File: src/rtl/uart_tx.sv
// uart_tx: 8N1 serial transmitter with internal 16x baud tick generator.
// Ports: clk, reset (async, active high), tx_start/din request, tx line,
//        tx_done_tick end-of-frame pulse, busy while a frame is in flight.
module uart_tx #(
    parameter int DBIT    = 8,
    parameter int SB_TICK = 16,
    parameter int M       = 163
) (
    input  logic       clk,
    input  logic       reset,
    input  logic       tx_start,
    input  logic [7:0] din,
    output logic       tx,
    output logic       tx_done_tick,
    output logic       busy
);

    localparam int BW = $clog2(M);
    localparam int TW = $clog2(SB_TICK > 16 ? SB_TICK : 16);

    localparam logic [BW-1:0] B_LAST = BW'(M - 1);
    localparam logic [BW-1:0] B_PRE  = BW'(M - 2);
    localparam logic [TW-1:0] T_LAST = TW'(15);
    localparam logic [TW-1:0] T_STOP = TW'(SB_TICK - 1);
    localparam logic [2:0]    D_LAST = 3'(DBIT - 1);

    typedef enum logic [1:0] {
        IDLE  = 2'd0,
        START = 2'd1,
        DATA  = 2'd2,
        STOP  = 2'd3
    } state_t;

    state_t        state;
    logic [BW-1:0] b_cnt;
    logic [TW-1:0] t_cnt;
    logic [2:0]    n_cnt;
    logic [7:0]    sh;
    logic          s_tick;

    assign s_tick = (b_cnt == B_LAST);

    // Baud counter is parked at 0 in IDLE so every frame starts
    // with a full tick period after the acceptance edge.
    always_ff @(posedge clk or posedge reset) begin
        if (reset) begin
            b_cnt <= '0;
        end else if (state == IDLE || s_tick) begin
            b_cnt <= '0;
        end else begin
            b_cnt <= b_cnt + 1'b1;
        end
    end

    always_ff @(posedge clk or posedge reset) begin
        if (reset) begin
            state        <= IDLE;
            t_cnt        <= '0;
            n_cnt        <= '0;
            sh           <= '0;
            tx           <= 1'b1;
            busy         <= 1'b0;
            tx_done_tick <= 1'b0;
        end else begin
            // Registered pulse is raised one clock early so it occupies
            // exactly the cycle that ends with the final stop tick.
            tx_done_tick <= (state == STOP) && (t_cnt == T_STOP)
                            && (b_cnt == B_PRE);
            case (state)
                IDLE: begin
                    tx <= 1'b1;
                    if (tx_start) begin
                        sh    <= din;
                        t_cnt <= '0;
                        state <= START;
                        tx    <= 1'b0;
                        busy  <= 1'b1;
                    end
                end
                START: begin
                    if (s_tick) begin
                        if (t_cnt == T_LAST) begin
                            t_cnt <= '0;
                            n_cnt <= '0;
                            state <= DATA;
                            tx    <= sh[0];
                        end else begin
                            t_cnt <= t_cnt + 1'b1;
                        end
                    end
                end
                DATA: begin
                    if (s_tick) begin
                        if (t_cnt == T_LAST) begin
                            t_cnt <= '0;
                            sh    <= sh >> 1;
                            if (n_cnt == D_LAST) begin
                                state <= STOP;
                                tx    <= 1'b1;
                            end else begin
                                n_cnt <= n_cnt + 1'b1;
                                tx    <= sh[1];
                            end
                        end else begin
                            t_cnt <= t_cnt + 1'b1;
                        end
                    end
                end
                STOP: begin
                    if (s_tick) begin
                        if (t_cnt == T_STOP) begin
                            t_cnt <= '0;
                            // A request on the last stop edge starts the
                            // next frame with no idle gap.
                            if (tx_start) begin
                                sh    <= din;
                                state <= START;
                                tx    <= 1'b0;
                            end else begin
                                state <= IDLE;
                                tx    <= 1'b1;
                                busy  <= 1'b0;
                            end
                        end else begin
                            t_cnt <= t_cnt + 1'b1;
                        end
                    end
                end
                default: begin
                    state <= IDLE;
                    t_cnt <= '0;
                    tx    <= 1'b1;
                    busy  <= 1'b0;
                end
            endcase
        end
    end

endmodule

File: config.mk
export PLATFORM = sky130hd
export DESIGN_NAME = uart_tx
export DESIGN_NICKNAME = d
export VERILOG_FILES = /design/src/rtl/uart_tx.sv
export SDC_FILE = /design/constraint.sdc
export NUM_CORES = 1
export LEC_CHECK = 0
export CELL_PAD_IN_SITES_DETAIL_PLACEMENT = 1
export CELL_PAD_IN_SITES_GLOBAL_PLACEMENT = 2
export CORE_MARGIN = 2
export CORE_UTILIZATION = 37
export DETAILED_ROUTE_END_ITERATION = 12
export MAX_ROUTING_LAYER = met4
export PLACE_DENSITY = 0.83
export SYNTH_ARGS = -nofsm -noshare
export SYNTH_HDL_FRONTEND = slang
export SYNTH_SLANG_ARGS = --single-unit
File: constraint.sdc
create_clock -name clk -period 2.5 [get_ports clk]
set_clock_uncertainty 0.2 [all_clocks]
set_input_delay 0.5 -clock clk [delete_from_list [all_inputs] [get_ports clk]]
set_output_delay 0.5 -clock clk [all_outputs]
set_load 0.02 [all_outputs]
==> results.json <==
{
  "cts_resized": 0,
  "via_count": 1153,
  "tightest_slew_ns": 0.500,
  "cts.reportedPaths.clkPinSlew_ns": 0.10,
  "yosysTopAreaCell": "dfrtp_1",
  "yosysSeqAreaShare_pct": 43.5,
  "h-tree-depth": 1,
  "drv_cap": 0,
  "drive_gt1_share_pct": 20.0,
  "grt_pass1_wl_um": 6160,
  "status": "finished, final reports clean",
  "clock_sinks": 28,
  "p_total_uw": 864,
  "core_sq_mm": 0.00426,
  "fin_crit_ns": 2.34,
  "synth_common_cells": "dfrtp_1 (27), mux2_2 (16), ha_1 (12)",
  "n_antenna_cell": 0,
  "ant_nets": 0,
  "fin_hold_ws_ns": 0.316,
  "power.density_mw_per_mm2": 458,
  "place_ws_ns": 0.0840,
  "io_buffers": 13,
  "cts_buffers": 3,
  "drt_iter0_drc": 44,
  "die_height_um": 70.0,
  "finalSetupTns_ns": 0,
  "startpoint": "state[0]",
  "rsz0062_at_grt": "false",
  "pin_count": 14,
  "area_growth_pct": 17.0,
  "syn_area_sq_mm": 0.00161,
  "slew_viol_final": 0,
  "nets": 189,
  "setup_ws_ns": 0.159,
  "max_slew_margin_pct": 66.7,
  "worstPathArrival_ns": 2.31,
  "worstSkewPairLatency_ns": 0.28,
  "cp-end-kind": "flop",
  "wirelength_um": 3470,
  "synth_nets": 172,
  "gp_congestion": 0.784,
  "ys.flop_type": "dfrtp_1",
  "synth_area_per_cell_sq_um": 10.8,
  "synth.top_cells.by_area": "dfrtp_1 (42%), mux2_2 (11%), ha_1 (9.3%), nand3_1 (2.8%), nor2_1 (2.6%)",
  "period_share_pct": 93.6,
  "wire_per_inst_um": 16.0,
  "hp-start": "sh[5]",
  "clk_path_buf_depth": 2,
  "dp_hpwl_um": 2650,
  "drt_pass1_iterations": 4,
  "start_util_pct": 37.8,
  "dieArea_sq_mm": 0.00490,
  "power_leakage_uw": 0.000848,
  "synth-edff-count": 0,
  "start_kind": "flop",
  "synthDistinctLibCells": 36,
  "placed_cell_area_sq_mm": 0.00182,
  "fp.dieW_um": 70.0,
  "r2r_end": "sh[4]",
  "ys_ff_latch": 28,
  "post-route-drc-count": 0,
  "reg2reg_depth": 5,
  "cp_max_fo": 8,
  "synth.most_common_cell": "dfrtp_1",
  "grt-ovfl-total": 0,
  "crit_end": "sh[4]",
  "fmax_ghz": 0.427,
  "grt_max_degree": 29,
  "synth.top_cell.area_share_pct": 41.9,
  "setup_viol_count_final": 0,
  "hold_violations": 0,
  "postLayoutCellArea_sq_mm": 0.00189,
  "synthArstFlopShare_pct": 100,
  "min_path_type": "reg2reg",
  "crit_type": "reg2reg",
  "syn_inst": 149,
  "yosysWarningCount": 0,
  "r2r-start": "state[0]",
  "hold_buffers": 0,
  "rows": 24,
  "grt_pass1_vias": 1233,
  "viasPerCell": 5.31,
  "worstPathRequired_ns": 2.47,
  "groute.usage.overall_pct": 16.2,
  "postCtsSetupBuffers": 0,
  "clock-root-buffer": "clkbuf_8",
  "cts_tree": "yes",
  "irDropWorstVdd_uv": 255,
  "grt_antenna_before_repair": 0,
  "rrSetupSlack_ns": 0.16
}
-- flip-flops by register name, indices dropped and copies added (netlist names) --
signal,flops
b_cnt,8
sh,8
t_cnt,4
n_cnt,3
state,2
busy,1
tx,1
tx_done_tick,1
-- where the power goes --
group / switching [uW] / internal [uW] / leakage (uW)
Combinational: 16.9 / 24.6 / 0.000463
Clock: 145 / 215 / 0.0000357
Sequential: 3.58 / 459 / 0.000350
Total: 166 / 698 / 0.000848
-- cells by family (layout without fill, tap and decap cells) --
logic type | after synthesis | in the layout | synth area share, %
XOR/XNOR | 6 | 6 | 3.26
adder cells (fa/ha/maj) | 12 | 12 | 9.31
multiplexers | 16 | 16 | 11.2
buffers and inverters | 12 | 28 | 2.79
AO/OA/AOI/OAI | 25 | 25 | 11.9
AND/OR/NAND/NOR | 50 | 50 | 18.0
flip-flops | 28 | 28 | 43.5
-- area by class of cell --
cell class | instances | area [sq um]
fillers | 484 | 2380
multi-input cells | 109 | 866
flip-flops and latches | 28 | 702
repair buffers | 16 | 153
well taps | 52 | 65.1
clock buffers | 3 | 41.3
clock inverters | 1 | 30.0
inverters | 8 | 30.0
-- critical path: stages, from the launching register on --
cell and delay, ns:
dfrtp_1 0.42, inv_1 0.12, ha_1 0.28, or2_2 0.32, a221oi_4 0.48, mux2_2 0.40
-- through the flow --
| step | instances | utilization, % |
|---|---|---|
| after global placement | 213 | 42.6 |
| after floorplan | 149 | - |
| final | 217 | 44.2 |
| after detailed placement | 213 | 42.6 |
| after CTS | 217 | 44.2 |
| after global routing | 217 | 44.2 |
-- layout by cell type, fill, tap and decap left out, types with 2 or more instances in the layout --
| cell type | Yosys | final |
|---|---|---|
| nand3_1 | 9 | 9 |
| clkdlybuf4s50_1 | 0 | 13 |
| xor2_1 | 4 | 4 |
| ha_1 | 12 | 12 |
| nor2b_1 | 3 | 3 |
| nor3_1 | 3 | 3 |
| and3_2 | 3 | 3 |
| dfrtp_1 | 27 | 27 |
| o21ai_0 | 7 | 7 |
| mux2_2 | 16 | 16 |
| buf_4 | 0 | 3 |
| nand2_1 | 7 | 7 |
| clkbuf_8 | 0 | 3 |
| a21oi_1 | 4 | 4 |
| and3_1 | 3 | 3 |
| o21bai_1 | 2 | 2 |
| inv_1 | 8 | 8 |
| xnor2_1 | 2 | 2 |
| a22o_1 | 3 | 3 |
| nor2_1 | 11 | 11 |
| nand4_1 | 2 | 2 |
| or2_2 | 3 | 3 |
-- per-layer routing --
metal | vias up | share of wire (%) | track usage [%]
li1 | 569 | - | -
met4 | 0 | 0.81 | 3.21
met2 | 10 | 52 | 28.1
met3 | 5 | 2.3 | 3.61
met5 | - | 0 | -
met1 | 569 | 45 | 19.3
-- how the worst min path moves through the flow --
stage	slack, ns	endpoint	cells after the start
final	0.32	sh[5]	1
after detailed placement	0.30	sh[5]	1
after CTS	0.32	sh[5]	1
after floorplan	0.27	b_cnt[0]	1
after global routing	0.34	sh[5]	1
after global placement	0.28	sh[3]	1
Power figures use the tool's default switching activity.
